--- src/rtl/cf_uart_rx_deser_if.sv ---
`default_nettype none
// +--------------------------------------------------------------------------+
// | cf_uart_rx_deser_if : config, FIFO and status bundle of the RX deser     |
// | Rev 1.0                                                                  |
// +--------------------------------------------------------------------------+
interface cf_uart_rx_deser_if #(
   parameter int MDW = 9
) ();
   logic           en;
   logic           samp_tick;
   logic           rx;
   logic [3:0]     data_size;
   logic [2:0]     parity_type;
   logic           stop_bits2;
   logic [MDW-1:0] match_data;
   logic [5:0]     timeout_bits;
   logic           fifo_full;
   logic [MDW-1:0] rdata;
   logic           wr;
   logic           parity_err;
   logic           frame_err;
   logic           break_det;
   logic           match;
   logic           overrun;
   logic           rx_timeout;
   logic           busy;

   modport master (
      output en, samp_tick, rx, data_size, parity_type, stop_bits2,
             match_data, timeout_bits, fifo_full,
      input  rdata, wr, parity_err, frame_err, break_det, match, overrun,
             rx_timeout, busy
   );

   modport slave (
      input  en, samp_tick, rx, data_size, parity_type, stop_bits2,
             match_data, timeout_bits, fifo_full,
      output rdata, wr, parity_err, frame_err, break_det, match, overrun,
             rx_timeout, busy
   );
endinterface
`default_nettype wire

--- src/rtl/cf_uart_rx_deser.sv ---
`default_nettype none
// +--------------------------------------------------------------------------+
// | cf_uart_rx_deser : 8x oversampling UART receive deserializer             |
// | Rev 1.0                                                                  |
// +--------------------------------------------------------------------------+
module cf_uart_rx_deser #(
   parameter int MDW         = 9,
   parameter int SC          = 8,
   parameter int SYNC_STAGES = 2
) (
   input  logic              clk,
   input  logic              rst_n,
   cf_uart_rx_deser_if.slave bus
);
   localparam int             SCW     = $clog2(SC);
   localparam logic [SCW-1:0] SC_LAST = SCW'(SC - 1);
   localparam logic [SCW-1:0] SC_S3   = SCW'(3);
   localparam logic [SCW-1:0] SC_S4   = SCW'(4);
   localparam logic [SCW-1:0] SC_S5   = SCW'(5);

   localparam logic [2:0] S_IDLE   = 3'd0;
   localparam logic [2:0] S_START  = 3'd1;
   localparam logic [2:0] S_DATA   = 3'd2;
   localparam logic [2:0] S_PARITY = 3'd3;
   localparam logic [2:0] S_STOP1  = 3'd4;
   localparam logic [2:0] S_STOP2  = 3'd5;
   localparam logic [2:0] S_PUSH   = 3'd6;

   logic [SYNC_STAGES-1:0] sync;
   logic                   rxs;
   logic [2:0]             state;
   logic [SCW-1:0]         sc;
   logic [SCW-1:0]         sc_next;
   logic                   s3, s4, maj;
   logic [3:0]             bitcnt;
   logic [3:0]             dsz;
   logic [MDW-1:0]         shreg;
   logic [MDW-1:0]         mask;
   logic                   par_en, exp_par;
   logic                   perr_f, ferr_f, ferr_now, pbit;
   logic                   need_high, to_armed;
   logic [5:0]             idle_cnt;
   logic                   stop_eval;

   assign rxs      = sync[SYNC_STAGES-1];
   assign bus.busy = (state != S_IDLE);

   always_ff @(posedge clk) begin
      if (!rst_n) sync <= '1;
      else        sync <= {sync[SYNC_STAGES-2:0], bus.rx};
   end

   always_comb begin
      dsz     = (bus.data_size >= 4'd5 && bus.data_size <= 4'd9) ? bus.data_size : 4'd8;
      par_en  = 1'b0;
      exp_par = 1'b0;
      case (bus.parity_type)
         3'b001:  begin par_en = 1'b1; exp_par = ~(^shreg); end
         3'b010:  begin par_en = 1'b1; exp_par = ^shreg;    end
         3'b100:  begin par_en = 1'b1; exp_par = 1'b0;      end
         3'b101:  begin par_en = 1'b1; exp_par = 1'b1;      end
         default: begin par_en = 1'b0; exp_par = 1'b0;      end
      endcase
      for (int i = 0; i < MDW; i++) mask[i] = (i < int'(dsz));
      maj       = (s3 & s4) | (s3 & rxs) | (s4 & rxs);
      sc_next   = (sc == SC_LAST) ? '0 : sc + 1'b1;
      ferr_now  = ferr_f | ~maj;
      // Final stop-bit evaluation tick: the frame is committed on this edge.
      stop_eval = bus.samp_tick && (sc == SC_S5) &&
                  ((state == S_STOP2) || (state == S_STOP1 && !bus.stop_bits2));
   end

   always_ff @(posedge clk) begin
      bus.wr         <= 1'b0;
      bus.parity_err <= 1'b0;
      bus.frame_err  <= 1'b0;
      bus.break_det  <= 1'b0;
      bus.match      <= 1'b0;
      bus.overrun    <= 1'b0;
      bus.rx_timeout <= 1'b0;
      if (!rst_n) begin
         state     <= S_IDLE;
         sc        <= '0;
         s3        <= 1'b1;
         s4        <= 1'b1;
         bitcnt    <= '0;
         shreg     <= '0;
         perr_f    <= 1'b0;
         ferr_f    <= 1'b0;
         pbit      <= 1'b0;
         need_high <= 1'b0;
         to_armed  <= 1'b0;
         idle_cnt  <= '0;
         bus.rdata <= '0;
      end else if (!bus.en) begin
         state  <= S_IDLE;
         sc     <= '0;
         perr_f <= 1'b0;
         ferr_f <= 1'b0;
      end else begin
         if (bus.samp_tick && sc == SC_S3) s3 <= rxs;
         if (bus.samp_tick && sc == SC_S4) s4 <= rxs;
         case (state)
            S_IDLE: begin
               if (rxs) need_high <= 1'b0;
               if (bus.samp_tick) begin
                  if (!rxs && !need_high) begin
                     state    <= S_START;
                     sc       <= '0;
                     idle_cnt <= '0;
                     shreg    <= '0;
                     bitcnt   <= '0;
                     perr_f   <= 1'b0;
                     ferr_f   <= 1'b0;
                     pbit     <= 1'b0;
                  end else if (rxs) begin
                     sc <= sc_next;
                     if (sc == SC_LAST && to_armed) begin
                        if (idle_cnt != 6'h3f) idle_cnt <= idle_cnt + 6'd1;
                        if (bus.timeout_bits != 6'd0 && idle_cnt + 6'd1 == bus.timeout_bits) begin
                           bus.rx_timeout <= 1'b1;
                           to_armed       <= 1'b0;
                        end
                     end
                  end
               end
            end
            S_START: if (bus.samp_tick) begin
               sc <= sc_next;
               if (sc == SC_S5 && maj) begin
                  state <= S_IDLE;
                  sc    <= '0;
               end else if (sc == SC_LAST) begin
                  state <= S_DATA;
               end
            end
            S_DATA: if (bus.samp_tick) begin
               sc <= sc_next;
               if (sc == SC_S5) begin
                  for (int i = 0; i < MDW; i++)
                     if (bitcnt == 4'(i)) shreg[i] <= maj;
                  bitcnt <= bitcnt + 4'd1;
               end
               if (sc == SC_LAST && bitcnt == dsz) state <= par_en ? S_PARITY : S_STOP1;
            end
            S_PARITY: if (bus.samp_tick) begin
               sc <= sc_next;
               if (sc == SC_S5) begin
                  pbit <= maj;
                  if (maj != exp_par) perr_f <= 1'b1;
               end
               if (sc == SC_LAST) state <= S_STOP1;
            end
            S_STOP1, S_STOP2: if (bus.samp_tick) begin
               sc <= sc_next;
               if (sc == SC_S5 && !maj) ferr_f <= 1'b1;
               if (sc == SC_LAST) state <= S_STOP2;
            end
            default: state <= S_IDLE;
         endcase
         if (stop_eval) begin
            state          <= S_PUSH;
            sc             <= '0;
            bus.parity_err <= perr_f;
            bus.frame_err  <= ferr_now;
            bus.break_det  <= (shreg == '0) && ferr_now && !pbit;
            need_high      <= ferr_now;
            to_armed       <= 1'b1;
            idle_cnt       <= '0;
            if (!bus.fifo_full) begin
               bus.wr    <= 1'b1;
               bus.rdata <= shreg;
               bus.match <= (shreg == (bus.match_data & mask));
            end else begin
               bus.overrun <= 1'b1;
            end
         end
      end
   end
endmodule
`default_nettype wire

--- src/flat_wrapper.sv ---
// flat-port wrapper written by rule: the top's interface ports become plain ports
module cf_uart_rx_deser_flat 
#(
   parameter int MDW         = 9,
   parameter int SC          = 8,
   parameter int SYNC_STAGES = 2
)
  (clk, rst_n, bus_en, bus_samp_tick, bus_rx, bus_data_size, bus_parity_type, bus_stop_bits2, bus_match_data, bus_timeout_bits, bus_fifo_full, bus_rdata, bus_wr, bus_parity_err, bus_frame_err, bus_break_det, bus_match, bus_overrun, bus_rx_timeout, bus_busy);
  cf_uart_rx_deser_if #(.MDW(MDW)) bus_i ();
  input  logic clk;
  input  logic rst_n;
  input wire logic [$bits(bus_i.en)-1:0] bus_en;
  input wire logic [$bits(bus_i.samp_tick)-1:0] bus_samp_tick;
  input wire logic [$bits(bus_i.rx)-1:0] bus_rx;
  input wire logic [$bits(bus_i.data_size)-1:0] bus_data_size;
  input wire logic [$bits(bus_i.parity_type)-1:0] bus_parity_type;
  input wire logic [$bits(bus_i.stop_bits2)-1:0] bus_stop_bits2;
  input wire logic [$bits(bus_i.match_data)-1:0] bus_match_data;
  input wire logic [$bits(bus_i.timeout_bits)-1:0] bus_timeout_bits;
  input wire logic [$bits(bus_i.fifo_full)-1:0] bus_fifo_full;
  output wire logic [$bits(bus_i.rdata)-1:0] bus_rdata;
  output wire logic [$bits(bus_i.wr)-1:0] bus_wr;
  output wire logic [$bits(bus_i.parity_err)-1:0] bus_parity_err;
  output wire logic [$bits(bus_i.frame_err)-1:0] bus_frame_err;
  output wire logic [$bits(bus_i.break_det)-1:0] bus_break_det;
  output wire logic [$bits(bus_i.match)-1:0] bus_match;
  output wire logic [$bits(bus_i.overrun)-1:0] bus_overrun;
  output wire logic [$bits(bus_i.rx_timeout)-1:0] bus_rx_timeout;
  output wire logic [$bits(bus_i.busy)-1:0] bus_busy;
  assign bus_i.en = bus_en;
  assign bus_i.samp_tick = bus_samp_tick;
  assign bus_i.rx = bus_rx;
  assign bus_i.data_size = bus_data_size;
  assign bus_i.parity_type = bus_parity_type;
  assign bus_i.stop_bits2 = bus_stop_bits2;
  assign bus_i.match_data = bus_match_data;
  assign bus_i.timeout_bits = bus_timeout_bits;
  assign bus_i.fifo_full = bus_fifo_full;
  assign bus_rdata = bus_i.rdata;
  assign bus_wr = bus_i.wr;
  assign bus_parity_err = bus_i.parity_err;
  assign bus_frame_err = bus_i.frame_err;
  assign bus_break_det = bus_i.break_det;
  assign bus_match = bus_i.match;
  assign bus_overrun = bus_i.overrun;
  assign bus_rx_timeout = bus_i.rx_timeout;
  assign bus_busy = bus_i.busy;
  cf_uart_rx_deser #(.MDW(MDW), .SC(SC), .SYNC_STAGES(SYNC_STAGES)) u_core (.clk(clk), .rst_n(rst_n), .bus(bus_i));
endmodule
--- config.mk ---
export PLATFORM = sky130hd
export DESIGN_NAME = cf_uart_rx_deser_flat
export DESIGN_NICKNAME = d
export VERILOG_FILES = /design/src/rtl/cf_uart_rx_deser_if.sv /design/src/rtl/cf_uart_rx_deser.sv /design/src/flat_wrapper.sv
export SDC_FILE = /design/constraint.sdc
export NUM_CORES = 1
export LEC_CHECK = 0
export CAP_MARGIN = 20
export CORE_MARGIN = 2
export CORE_UTILIZATION = 54
export CTS_CLUSTER_DIAMETER = 200
export DETAILED_ROUTE_END_ITERATION = 10
export PLACE_DENSITY = 0.89
export SYNTH_ARGS = -nofsm -noshare
export SYNTH_HDL_FRONTEND = slang
export SYNTH_SLANG_ARGS = --single-unit
export TNS_END_PERCENT = 1
--- constraint.sdc ---
create_clock -name clk -period 2.8 [get_ports clk]
set_input_delay 0.28 -clock clk [delete_from_list [all_inputs] [get_ports clk]]
set_output_delay 0.28 -clock clk [all_outputs]
set_load 0.01 [all_outputs]
==> out/qor.yml <==
place:
  portBuffers: 45
  gp_congestion: 0.887
  hpwl_um: 5140
die:
  dieArea_sq_um: 6110
  row_count: 27
  start_util_pct: 55.0
  io_pins: 46
  die_h_um: 78.2
  core_region_area_sq_um: 5410
  dieWidth_um: 78.2
worst_setup_path:
  critPathLaunchType: "flop"
  end_kind: "flop"
  crit_fanout: 14
  path_class: "reg -> reg"
  required_ps: 3060
  worstPathArrival_ps: 2510
layout:
  final.fill_count: 458
  final_util_pct: 65.9
  fin_nets: 449
  area_growth_syn_to_layout_pct: 20.0
  drive_gt1_share_pct: 6.39
  n_antenna_cell: 0
timing:
  tns_ps: 0
  hold_viol_final: 0
  finalSetupViolCount: 0
  max_slew_margin_pct: 58.2
  skew_ps: 5.53
  tightest_slew_ps: 625
  rsz0062_at_grt: "no"
  fmax_mhz: 445
  slew_violations: 0
  period_minus_slack_ps: 2250
  fin_crit_sh_pct: 80.3
detailed_routing:
  drt_iter0_markers: 244
  met1_length_um: 2880
  first_pass_iters: 4
  ant_nets: 0
  vias_per_cell: 5.74
  dr.max_layer_used: "met4"
  drcViolationCount: 0
  num_vias: 2750
  wl_um: 6850
  met2_length_um: 3440
  met3_length_um: 402
  wl_per_cell_um: 14.3
clock_tree:
  cts_root_buf: "clkbuf_8"
  cts_tree: "built"
  clockBufferDepth: 2
  post_cts_buffers: 0
  path_clk_slew_ps: 90
  cts_buffers: 5
  cts-htree-levels: 2
  hold_buffers: 0
  cts-resized-gates: 0
  clk-insertion-delay-late_ps: 310
  cts.sinks: 50
synth:
  postSynthAreaPerCell_sq_um: 8.14
  async_flop_share_pct: 0
  ys_ff_latch: 50
  yosysUniqueCellTypes: 51
  synth-seq-area-share_pct: 33.7
  syn_nets: 408
  yosysWarnings: 0
  synthFlopType: "dfxtp_1"
  synth_area_sq_um: 2970
  netlist_instances: 365
  synth_edf_count: 0
global_routing:
  antenna_found_initial: 0
  grt_pass1_vias: 2646
  grt_use_total_pct: 23.2
  overflow: 0
  grt_pass1_wl_um: 11600
  grt_max_degree: 38
power:
  power_density_nw_per_um2: 358
  irDropWorstVdd_mv: 0.269
  leakage_uw: 0.00133
flow_run:
  drv_cap: 0
hold_path:
  min_path_type: "reg -> reg"
outcome:
  status: "complete, no violations"
report_power, final:
group,switching [uW],leakage [uW],internal [uW]
Sequential,4.15,0.000403,713
Clock,237,0.0000482,200
Combinational,58.4,0.000879,65.1
metrics by stage:
stage	cells	setup WS [ps]	area, sq um	power, uW	hold slack (ps)
floorplan	365	817	2970	795	381
global placement	471	546	3470	853	391
detailed placement	471	496	3470	856	391
CTS	479	558	3560	1280	412
global route	479	371	3560	1320	434
finish	479	552	3560	1280	412
per-layer routing:
metal	vias to the layer above	GRT usage, %
met2	93	42.2
met3	12	4.02
met4	0	8.95
met1	1265	27.0
met5	-	0
li1	1380	-
logic make-up after synthesis:
kind of cell | synth area share, %
compound gates | 18.8
buf+inv | 4.97
flops | 33.7
simple gates | 26.4
xor+xnor | 7.83
mux | 2.02
fa+ha+maj | 6.36
synth_stat cells, types with 6 or more instances:
| cell | n | share of area [%] |
|---|---|---|
| dfxtp_1 | 50 | 34 |
| nor2_1 | 37 | 4.7 |
| nand2_1 | 31 | 3.9 |
| a21oi_1 | 24 | 4.0 |
| inv_1 | 19 | 2.4 |
| o21ai_0 | 19 | 3.2 |
| xnor2_1 | 16 | 4.7 |
| ha_1 | 14 | 5.9 |
| nor3_1 | 14 | 2.4 |
| nand3_1 | 13 | 2.2 |
| clkbuf_1 | 10 | 1.3 |
| nand2b_1 | 8 | 1.7 |
| xor2_1 | 8 | 2.4 |
| a21boi_0 | 7 | 1.8 |
| a31oi_1 | 7 | 1.5 |
| nor4_1 | 7 | 1.5 |
| and2_1 | 6 | 1.3 |
| mux2i_1 | 6 | 2.0 |
| nand4_1 | 6 | 1.3 |
worst paths after layout:
| path | startpoint | to | slack, ps | depth (start not counted) |
|---|---|---|---|---|
| worst max-delay path | u_core.state[2] | u_core.idle_cnt[3] | 550 | 6 |
| worst min-delay path | u_core.sync[0] | u_core.sync[1] | 410 | 1 |
| worst max register to register | u_core.state[2] | u_core.idle_cnt[3] | 550 | 6 |
| worst min register to register | u_core.sync[0] | u_core.sync[1] | 410 | 1 |
critical path, stage by stage (launching register included):
cell	delay, ps
dfxtp_1	660
and2b_1	320
a41oi_2	270
a211oi_4	460
nand2_1	160
nor3_1	200
o21a_1	120
cell type report:
| type | instances | area (sq um) | share of cell area (%) |
|---|---|---|---|
| multi-input cells | 280 | 1820 | 51.1 |
| flip-flops and latches | 50 | 1000 | 28.1 |
| repair buffers | 50 | 488 | 13.7 |
| well taps | 72 | 90.1 | 2.53 |
| clock buffers | 7 | 86.3 | 2.42 |
| inverters | 19 | 71.3 | 2.00 |
| clock inverters | 1 | 5.00 | 0.140 |
registers in the layout, indices dropped and copies added, names as in the netlist, 2 cells and up:
name              flops
u_core.idle_cnt       6
u_core.sc             3
u_core.state          3
u_core.shreg          9
u_core.sync           2
u_core.bitcnt         4
u_core.bus.rdata      9
placed cells by master (no fill, tap or decap), drive strengths merged, types with 8 or more instances in the layout:
cell / count
o21ai: 19
nand2b: 8
nor3: 15
a21oi: 25
inv: 19
nand3: 13
clkdlybuf4s50: 45
nor4: 8
nand2: 31
ha: 14
nor2: 37
dfxtp: 50
xnor2: 16
xor2: 8
No activity file was read; power rests on OpenSTA's default activity.
